`src/rtl/dma_fifo_pkg.sv`:
```
// Shared definitions for the DMA FIFO sequencer.
//   state_t     : sequencer states (IDLE, RUN, FLUSH, DONE)
//   DIR_DEV2MEM : device -> memory transfer direction
//   DIR_MEM2DEV : memory -> device transfer direction
package dma_fifo_pkg;

    typedef enum logic [1:0] {
        IDLE  = 2'd0,
        RUN   = 2'd1,
        FLUSH = 2'd2,
        DONE  = 2'd3
    } state_t;

    localparam logic DIR_DEV2MEM = 1'b0;
    localparam logic DIR_MEM2DEV = 1'b1;

endpackage

```
`src/rtl/dma_fifo_ctrl.sv`:
```
// Sequencer moving a programmed block of words between a device port and the
// chip-bus DMA slot through an external single-clock FIFO owned by the parent.
// It drives the FIFO enables, tracks FIFO occupancy and word counts, requests
// DMA slots, flushes on abort and pulses done_irq on completion. All state
// advances only on clk7_en.
//
// Ports:
//   clk, rst                 : clock, asynchronous active-high reset
//   clk7_en                  : 7 MHz clock enable
//   cfg_start/dir/len/abort  : transfer programming and abort
//   busy, done_irq           : status (busy outside IDLE, completion pulse)
//   dev_valid/wdata/ready    : device -> FIFO write handshake (dir 0)
//   dev_rreq/rdata/rvalid    : FIFO -> device pop handshake (dir 1)
//   dma_req/ack/wdata/rdata  : chip-bus DMA slot interface
//   fifo_in/wr_en/rd_en/out/full/empty : attached FIFO
module dma_fifo_ctrl
    import dma_fifo_pkg::*;
#(
    parameter int FD  = 16,
    parameter int DW  = 16,
    parameter int LW  = 14,
    parameter int THR = 4
) (
    input  logic          clk,
    input  logic          rst,
    input  logic          clk7_en,
    input  logic          cfg_start,
    input  logic          cfg_dir,
    input  logic [LW-1:0] cfg_len,
    input  logic          cfg_abort,
    output logic          busy,
    output logic          done_irq,
    input  logic          dev_valid,
    input  logic [DW-1:0] dev_wdata,
    output logic          dev_ready,
    input  logic          dev_rreq,
    output logic [DW-1:0] dev_rdata,
    output logic          dev_rvalid,
    output logic          dma_req,
    input  logic          dma_ack,
    output logic [DW-1:0] dma_wdata,
    input  logic [DW-1:0] dma_rdata,
    output logic [DW-1:0] fifo_in,
    output logic          fifo_wr_en,
    output logic          fifo_rd_en,
    input  logic [DW-1:0] fifo_out,
    input  logic          fifo_full,
    input  logic          fifo_empty
);

    localparam int LVLW = $clog2(FD) + 1;
    localparam int CW   = LW + LVLW;

    state_t          state;
    logic            dir_q;
    logic [LW-1:0]   len_q;
    logic [LW-1:0]   in_cnt;
    logic [LW-1:0]   out_cnt;
    logic [LVLW-1:0] lvl;
    logic            dma_req_q;

    logic            run_ok;
    logic            dev2mem;
    logic            in_left;
    logic            dev_wr;
    logic            dma_rd;
    logic            dma_wr;
    logic            dev_rd;
    logic            flush_rd;
    logic            wr_any;
    logic            rd_any;
    logic            out_rd;
    logic [LW-1:0]   in_nxt;
    logic [LW-1:0]   out_nxt;
    logic [LVLW-1:0] lvl_nxt;
    logic [LVLW-1:0] space;
    logic [LW-1:0]   rem;
    logic            req_d2m;
    logic            req_m2d;

    // Abort blocks every data movement in the cycle it is seen.
    assign run_ok  = (state == RUN) & clk7_en & ~cfg_abort;
    assign dev2mem = (dir_q == DIR_DEV2MEM);
    assign in_left = (in_cnt < len_q);

    // dma_ack is honoured only while our registered request is up; the
    // full/empty guards cover the extra grant allowed by the request lag.
    assign dev_wr   = run_ok & dev2mem & dev_valid & ~fifo_full & in_left;
    assign dma_rd   = run_ok & dev2mem & dma_req_q & dma_ack & ~fifo_empty;
    assign dma_wr   = run_ok & ~dev2mem & dma_req_q & dma_ack & ~fifo_full & in_left;
    assign dev_rd   = run_ok & ~dev2mem & dev_rreq & ~fifo_empty;
    assign flush_rd = (state == FLUSH) & clk7_en & ~fifo_empty;

    assign wr_any = dev_wr | dma_wr;
    assign out_rd = dma_rd | dev_rd;
    assign rd_any = out_rd | flush_rd;

    assign fifo_wr_en = wr_any;
    assign fifo_rd_en = rd_any;
    assign fifo_in    = dev2mem ? dev_wdata : dma_rdata;
    assign dev_ready  = dev_wr;
    assign dev_rvalid = dev_rd;
    assign dev_rdata  = fifo_out;
    assign dma_wdata  = fifo_out;
    assign dma_req    = dma_req_q;

    assign busy     = (state != IDLE);
    assign done_irq = (state == DONE);

    assign in_nxt  = in_cnt + LW'(wr_any);
    assign out_nxt = out_cnt + LW'(out_rd);

    always_comb begin
        lvl_nxt = lvl;
        case ({wr_any, rd_any})
            2'b10:   lvl_nxt = lvl + LVLW'(1);
            2'b01:   lvl_nxt = lvl - LVLW'(1);
            default: lvl_nxt = lvl;
        endcase
    end

    // Request conditions use the current (pre-edge) occupancy and counts, so
    // dma_req follows its condition one enable cycle late.
    assign space   = LVLW'(FD) - lvl;
    assign rem     = len_q - in_cnt;
    assign req_d2m = (lvl >= LVLW'(THR)) | ((in_cnt == len_q) & (lvl != '0));
    assign req_m2d = ((space >= LVLW'(THR)) | (CW'(space) >= CW'(rem)))
                     & in_left & ~fifo_full;

    always_ff @(posedge clk or posedge rst) begin
        if (rst) begin
            state     <= IDLE;
            dir_q     <= DIR_DEV2MEM;
            len_q     <= '0;
            in_cnt    <= '0;
            out_cnt   <= '0;
            lvl       <= '0;
            dma_req_q <= 1'b0;
        end else if (clk7_en) begin
            lvl <= lvl_nxt;
            case (state)
                IDLE: begin
                    dma_req_q <= 1'b0;
                    if (cfg_start) begin
                        dir_q   <= cfg_dir;
                        len_q   <= cfg_len;
                        in_cnt  <= '0;
                        out_cnt <= '0;
                        lvl     <= '0;
                        state   <= (cfg_len == '0) ? DONE : RUN;
                    end
                end
                RUN: begin
                    if (cfg_abort) begin
                        state     <= FLUSH;
                        dma_req_q <= 1'b0;
                    end else begin
                        in_cnt  <= in_nxt;
                        out_cnt <= out_nxt;
                        // Leave on the edge that retires the last word so
                        // done_irq shows in the very next enable cycle.
                        if (out_nxt == len_q) begin
                            state     <= DONE;
                            dma_req_q <= 1'b0;
                        end else begin
                            dma_req_q <= dev2mem ? req_d2m : req_m2d;
                        end
                    end
                end
                FLUSH: begin
                    dma_req_q <= 1'b0;
                    if (fifo_empty) state <= IDLE;
                end
                DONE: begin
                    dma_req_q <= 1'b0;
                    state     <= cfg_abort ? FLUSH : IDLE;
                end
                default: begin
                    state     <= IDLE;
                    dma_req_q <= 1'b0;
                end
            endcase
        end
    end

endmodule

```
`config.mk`:
```
export PLATFORM = sky130hd
export DESIGN_NAME = dma_fifo_ctrl
export DESIGN_NICKNAME = d
export VERILOG_FILES = /design/src/rtl/dma_fifo_pkg.sv /design/src/rtl/dma_fifo_ctrl.sv
export SDC_FILE = /design/constraint.sdc
export NUM_CORES = 1
export LEC_CHECK = 0
export ABC_AREA = 1
export BUFFER_PORTS_ARGS = -buffer_cell sky130_fd_sc_hd__buf_2
export CAP_MARGIN = 40
export CORE_ASPECT_RATIO = 0.8
export CORE_MARGIN = 2
export CORE_UTILIZATION = 45
export CTS_BUF_LIST = sky130_fd_sc_hd__clkbuf_2 sky130_fd_sc_hd__clkbuf_4 sky130_fd_sc_hd__clkbuf_8
export DETAILED_ROUTE_END_ITERATION = 10
export GPL_TIMING_DRIVEN = 0
export PLACE_DENSITY_LB_ADDON = 0.15
export SYNTH_ARGS = -nofsm -noshare
export SYNTH_HDL_FRONTEND = slang
export SYNTH_SLANG_ARGS = --single-unit
```
`constraint.sdc`:
```
create_clock -name clk -period 4.52 [get_ports clk]
set_input_delay 0.904 -clock clk [delete_from_list [all_inputs] [get_ports clk]]
set_output_delay 0.904 -clock clk [all_outputs]
set_load 0.01 [all_outputs]
```
**Word-level counts from Yosys, hierarchy flattened**

Cells that the tools add are included.

- Register bits: 51
- Input port bits: 73
- Output and inout bits: 55
- Word-level logic and storage cells: 87

- $add $sub $neg: 6
- Magnitude comparators: 4
- Eq/ne operators: 11
- Mux-type cells: 20
- Bitwise logic cells: 30
- Reduce and logical (&&, ||, !) cells: 9

Operators by type and width:

| cell | count |
|---|---|
| $pmux 14 s2 | 2 |
| $mux 14 | 3 |
| $add 14x1->14 | 2 |
| $eq 14x14->1 | 2 |
| $and 1x1->1 | 21 |
| $mux 16 | 1 |
| $ge 5x14->1 | 1 |
| $logic_not 14->1 | 1 |
| $lt 14x14->1 | 1 |
| $sub 14x14->14 | 1 |
| $mux 2 | 6 |
| $ge 5x3->1 const B | 2 |
| $mux 5 | 2 |
| $pmux 5 s2 | 1 |
| $pmux 2 s4 | 1 |
| $reduce_and 4->1 | 2 |
| $eq 2x2->1 const B | 3 |
| $ne 2x2->1 const B | 3 |
| $add 5x1->5 const B | 1 |
| $or 1x1->1 | 5 |
| $reduce_bool 5->1 | 1 |
| $sub 5x1->5 const B | 1 |
| $sub 5x5->5 const A | 1 |
| $eq 2x1->1 const B | 2 |
| 8 further kinds | 14 |

**Depth between registers and ports, before layout**

- Word-level depth: 13
- Depth in mapped cells: 27

**Worst setup path before layout**

OpenSTA, ideal clock, no wires.

- Path type: input to register
- Start point: in cfg_abort
- End point: reg state[1]
- Library setup time: 117 ps
- Data arrival time: 3218 ps
- Data required time: 4403 ps
- Setup slack: 1185 ps
- Stages on the path: 23
- Path buffers: 0
- Cell sequence: inv_1 > nand2_2 > nor2_1 > inv_1 > nor2_1 > inv_1 > nor3_1 > inv_1 > nand2_1 > ha_1 > ha_1 > nand2_1 > nor2_4 > nand2_1 > xor2_1 > nand2_1 > nand4_1 > nor2_1 > nand3_2 > nand2_2 > nand2_2 > nand2_1 > nand2_1

- Elaborated cells between the ends (all ways): 17
- Classes of those cells: add/sub: 1; eq/ne: 2; mux: 3; bitwise: 10; reduce/logical: 1

RTL lines:

| what | RTL line | source |
|---|---|---|
| from (decl) | dma_fifo_ctrl.sv:30 | `input logic cfg_abort,` |
| $not 1->1 | dma_fifo_ctrl.sv:82 | `assign run_ok = (state == RUN) & clk7_en & ~cfg_abort;` |
| $and 1x1->1 | dma_fifo_ctrl.sv:82 |  |
| $and 1x1->1 (3 in a row) | dma_fifo_ctrl.sv:91 | `assign dev_rd = run_ok & ~dev2mem & dev_rreq & ~fifo_empty;` |
| named net dev_rvalid | dma_fifo_ctrl.sv:38 | `output logic dev_rvalid,` |
| $or 1x1->1 | dma_fifo_ctrl.sv:95 | `assign out_rd = dma_rd \| dev_rd;` |
| $add 14x1->14 | dma_fifo_ctrl.sv:111 | `assign out_nxt = out_cnt + LW'(out_rd);` |
| $eq 14x14->1 | dma_fifo_ctrl.sv:162 | `if (out_nxt == len_q) begin` |
| $ne 3x2->1 (no source line) | -- |  |
| $reduce_and 4->1 (no source line) | -- |  |
| to (signal assigned) | dma_fifo_ctrl.sv:150 | `state <= (cfg_len == '0) ? DONE : RUN;` |
| to (signal assigned) | dma_fifo_ctrl.sv:176 | `state <= cfg_abort ? FLUSH : IDLE;` |
| to (decl) | dma_fifo_ctrl.sv:54 | `state_t state;` |

The timed path passes the listed nets, and every way through them passes these cells.
A chain may end at the register's enable or synchronous reset.

**Worst setup path after layout**

- Start point: reg len_q[0]
- End point: reg lvl[4]

- Cells in the longest elaborated chain, start to end: 7
- Elaborated cells between the ends (all ways): 9
- Classes of those cells: order compare: 1; eq/ne: 2; mux: 3; bitwise: 3

RTL lines:

| what | RTL line | source |
|---|---|---|
| from (decl) | dma_fifo_ctrl.sv:56 | `logic [LW-1:0] len_q;` |
| from (signal assigned) | dma_fifo_ctrl.sv:146 | `len_q <= cfg_len;` |
| $lt 14x14->1 (*) | dma_fifo_ctrl.sv:84 | `assign in_left = (in_cnt < len_q);` |
| $and 1x1->1, on equally long branches | dma_fifo_ctrl.sv:88, dma_fifo_ctrl.sv:90 |  |
| $or 1x1->1 (*) | dma_fifo_ctrl.sv:94 | `assign wr_any = dev_wr \| dma_wr;` |
| $eq 2x1->1 or $eq 2x2->1 (tied branches) | dma_fifo_ctrl.sv:115 | `case ({wr_any, rd_any})` |
| $pmux 5 s2 (*) | dma_fifo_ctrl.sv:115 |  |
| $mux 5 | dma_fifo_ctrl.sv:144 | `if (cfg_start) begin` |
| $mux 5 (*) | dma_fifo_ctrl.sv:141 | `case (state)` |
| to (signal assigned) | dma_fifo_ctrl.sv:140 | `lvl <= lvl_nxt;` |
| to (decl) | dma_fifo_ctrl.sv:59 | `logic [LVLW-1:0] lvl;` |

Mark *: on every way between the ends. The rest lies on a longest branch, timed or not.

==> impl_results.md <==
- Unrepaired setup endpoints after global routing: no
- Final standard cell utilization of the core: 0.554
- Post-Synthesis Cell Area: ~4600 um^2
- Register area: 1280 um^2
- Worst hold slack after final layout: 0.512 ns
- Top-area cell type share of the netlist area: 0.279
- Slowest Stage Delay on Critical Path: 0.44 ns
- Antenna Violating Nets Remaining: 0
- Most frequent cell after synthesis: sky130_fd_sc_hd__nand2_1
- DR vias: ~4,600
- Crit path DAT: 4.20 ns
- Number of hold violations in the final report: 0
- Detailed Route Iter0 Violations: 226
- Critical path buffers and inverters: 4
- Fraction of layout instances using a drive strength above 1: 0.237
- DIE AREA: 11,000 um^2
- Reg-to-reg critical path startpoint: len_q[0]
- Antenna diode count: 0
- Category of cells accounting for the largest share of critical-path delay: adder cells
- Period minus WS final: 3.99 ns
- Latest clock arrival within the worst-skew pair: 0.32 ns
- Area growth from synthesis to final layout: 18.5%
- Number of H-tree branching levels: 2
- Horiz. Die Dim: 117 um
- Synthesized netlist cell count: a little under 700
- Number of buffers created by CTS: 5
- Placeable Area: 9770 um^2
- Power density over cell area: 508 nW/um^2
- Critical Path Slowest Stage Cell: sky130_fd_sc_hd__fa_1
- Register-to-register setup slack: roughly 0.53 ns
- Setup clock skew after layout: 0.0108 ns
- Pre-CTS setup slack: 0.618 ns
- Synth warnings: 0
- Final Net Count: 908
- Worst hold path startpoint: out_cnt[0]
- Area occupied by multi-input gates: 2650 um^2
- Avg Synthesized Cell Area: between 6 and 7 um^2
- Number of buffers on the longest clock path: 2
- Switching power total: 0.00139 W
- Dominant cell type by area after synthesis: sky130_fd_sc_hd__dfrtp_1
- Row cnt: 32
- Sequential cell area fraction in the yosys report: 0.279
- Distinct cell type count of the synthesized netlist: between 40 and 50
- Fillcell total: 982
- Number of global-route vias before repair: 4,245
- RR Endpoint: lvl[4]
- Slew at the pin with the worst max-slew slack: between 0.7 and 0.8 ns
- Count of final max-slew check failures: 0
- Clock network fraction of total power: 0.110
- Number of enable flip-flop cells after synthesis: 0
- Number of antenna violations at the first check in global routing: 0
- Most frequent cells after synthesis: sky130_fd_sc_hd__nand2_1 (239), sky130_fd_sc_hd__inv_1 (90), sky130_fd_sc_hd__dfrtp_1 (51)
- Syn_nets: 789
- Top_reg_cell synth: sky130_fd_sc_hd__dfrtp_1
- Relative contribution of sequential cells to total power: 0.253
- Type of origin of the critical path: flip-flop
- Leading post-synthesis cells by cell area: sky130_fd_sc_hd__dfrtp_1 (28%), sky130_fd_sc_hd__nand2_1 (20%), sky130_fd_sc_hd__ha_1 (8.5%), sky130_fd_sc_hd__inv_1 (7.4%), sky130_fd_sc_hd__buf_4 (5.3%)
- Vias per cell: 4.85
- Share of the cycle needed by the critical path after routing: 0.883
- TritonCTS clock tree: done
- Max cap viols: 0
- Sum of net half-perimeters after detailed placement: approximately 9900 um
- #FFs+latches synth: just over 50
- Pin count of the biggest net entering global routing: 35
- Maximum net fanout on the critical path: 6
- WL/cell: around 13 um
- Hold path cells: 2
- Kind of end point of the critical path: flip-flop
- Standby leakage power: a little under 3 nW
- Worst-case vdd ir drop: 0.000243 V
- Count of instances resized after the clock tree is built: 0
- DRC errors left: 0
- DRT Pass-1 Iters: 5
- Chip height: 94.2 um
- Async S/R FF share, synth: 1.00
- Clock transition at path regs: 0.10 ns
- Number of port buffers: around 110
- Achievable frequency: approximately 0.25 GHz
- Hold-critical path endpoint: out_cnt[0]
- IO Pins: 128
- Net switching share of the total power: 0.506
- Result of the run: finished, final reports clean
- Setup_tns: 0 ns
- Aggregate global routing overflow: 0
- Internal power component: 0.00136 W
- Part of the total power dissipated in combinational logic: 0.637
- Hold WC Path Type: reg -> reg
- Routability-driven placement congestion ratio: between 0.8 and 0.9
- Depth of the worst register-to-register path: 25
- Critical path type: reg -> reg
- Clock sinks: 51
- Global-route wire length before repair: 19,500 um
- Starting utilization of the core area: 0.468
- Total routing usage reported by global routing: 0.225
- Fin worst setup slack: 0.529 ns
- Routed wire length: 11,800 um
- Setup-failing EPs final: 0
- Root Buffer: sky130_fd_sc_hd__clkbuf_8
- Final Power: between 0.002 and 0.003 W
- Relative max-transition margin: 0.474
- Most common cell type on the critical path: sky130_fd_sc_hd__nand2_1
- Hold Buf Count CTS: 0
- Endpoint required time on the critical path: 4.73 ns
- Number of setup buffers added after CTS: 0
==> through the flow <==
stage                     std cells  instance area (um^2)
after detailed placement        931                  5320
after global routing            939                  5420
after floorplan                 683                  4570
final                           939                  5420
after CTS                       939                  5420
after global placement          930                  5300
==> cell families (layout without fill, tap and decap cells) <==
kind of cell               count (synthesis)  in the layout  share of synthesized area
buffers and inverters                    138            258                      0.140
AOI/OAI and AO/OA                         65             65                     0.0805
DFF                                       51             51                      0.279
xor gates and xnor gates                  24             24                     0.0493
and+or+nand+nor                          372            372                      0.357
adders and majority gates                 33             33                     0.0936
==> flip-flops by register name (all words and copies together) (netlist names) <==
signal,cells
out_cnt,14
len_q,14
state,2
dir_q,1
lvl,5
dma_req,1
in_cnt,14
==> area by class of cell <==
class                   count  share of cell area
clock inverters             1             0.00162
clock buffers               7              0.0166
plain buffers              42              0.0520
inverters                  96              0.0665
flip-flops and latches     51               0.236
repair buffers            112               0.106
well taps                 136              0.0314
multi-input cells         494               0.490
==> cells in the final DEF (no fill, tap or decap), types with 2 or more instances in the layout <==
cell type / Yosys / final
sky130_fd_sc_hd__a21oi_1: 20 / 20
sky130_fd_sc_hd__a221oi_1: 3 / 3
sky130_fd_sc_hd__a31oi_1: 2 / 2
sky130_fd_sc_hd__buf_2: 2 / 113
sky130_fd_sc_hd__buf_4: 32 / 32
sky130_fd_sc_hd__clkbuf_1: 7 / 7
sky130_fd_sc_hd__clkbuf_8: 0 / 6
sky130_fd_sc_hd__dfrtp_1: 51 / 51
sky130_fd_sc_hd__fa_1: 2 / 2
sky130_fd_sc_hd__ha_1: 31 / 31
sky130_fd_sc_hd__inv_1: 90 / 89
sky130_fd_sc_hd__inv_2: 5 / 6
sky130_fd_sc_hd__nand2_1: 239 / 239
sky130_fd_sc_hd__nand2_2: 7 / 7
sky130_fd_sc_hd__nand3_1: 32 / 32
sky130_fd_sc_hd__nand3_2: 2 / 2
sky130_fd_sc_hd__nand3b_1: 6 / 6
sky130_fd_sc_hd__nand4_1: 8 / 8
sky130_fd_sc_hd__nor2_1: 47 / 47
sky130_fd_sc_hd__nor2_2: 4 / 4
sky130_fd_sc_hd__nor2_4: 5 / 5
sky130_fd_sc_hd__nor3_1: 9 / 9
sky130_fd_sc_hd__nor4_1: 5 / 5
sky130_fd_sc_hd__o21ai_0: 24 / 24
sky130_fd_sc_hd__o21ai_2: 2 / 2
sky130_fd_sc_hd__o22ai_1: 10 / 10
sky130_fd_sc_hd__or2_2: 2 / 2
sky130_fd_sc_hd__xnor2_1: 11 / 11
sky130_fd_sc_hd__xor2_1: 11 / 11
sky130_fd_sc_hd__xor2_2: 2 / 2
==> worst max-delay path by stage <==
stage | endpoint | cells past startpoint | startpoint | slack [ns]
after CTS | lvl[4] | 25 | len_q[0] | 0.59
final | lvl[4] | 25 | len_q[0] | 0.53
after global routing | lvl[4] | 25 | len_q[0] | 0.15
after detailed placement | lvl[4] | 25 | len_q[0] | 0.62
after global placement | lvl[4] | 19 | len_q[8] | 0.72
after floorplan | state[1] | 23 | cfg_abort | 1.18
==> power by group through the flow <==
stage	sequential (W)	combinational (W)	clock, W
final	0.000695	0.00175	0.000304
after global routing	0.000707	0.00206	0.000330
after CTS	0.000693	0.00176	0.000312
after detailed placement	0.000701	0.00175	0
after global placement	0.000700	0.00172	0
after floorplan	0.000641	0.00134	0
==> metal layers <==
metal,track usage,vias up,routed length (um)
met5,0,-,0
met4,0.0431,0,99
met3,0.0368,9,714
met2,0.356,125,5210
met1,0.325,2052,5730
li1,-,2366,-
==> worst reg2reg max path, delay by kind of cell (launching register included) <==
kind / cells / cell delay (ns)
buffers and inverters: 4 / 0.29
DFF: 1 / 0.38
and+or+nand+nor: 10 / 0.96
AOI/OAI and AO/OA: 7 / 1.03
adders and majority gates: 4 / 1.21
No activity file was read; power rests on OpenSTA's default activity.
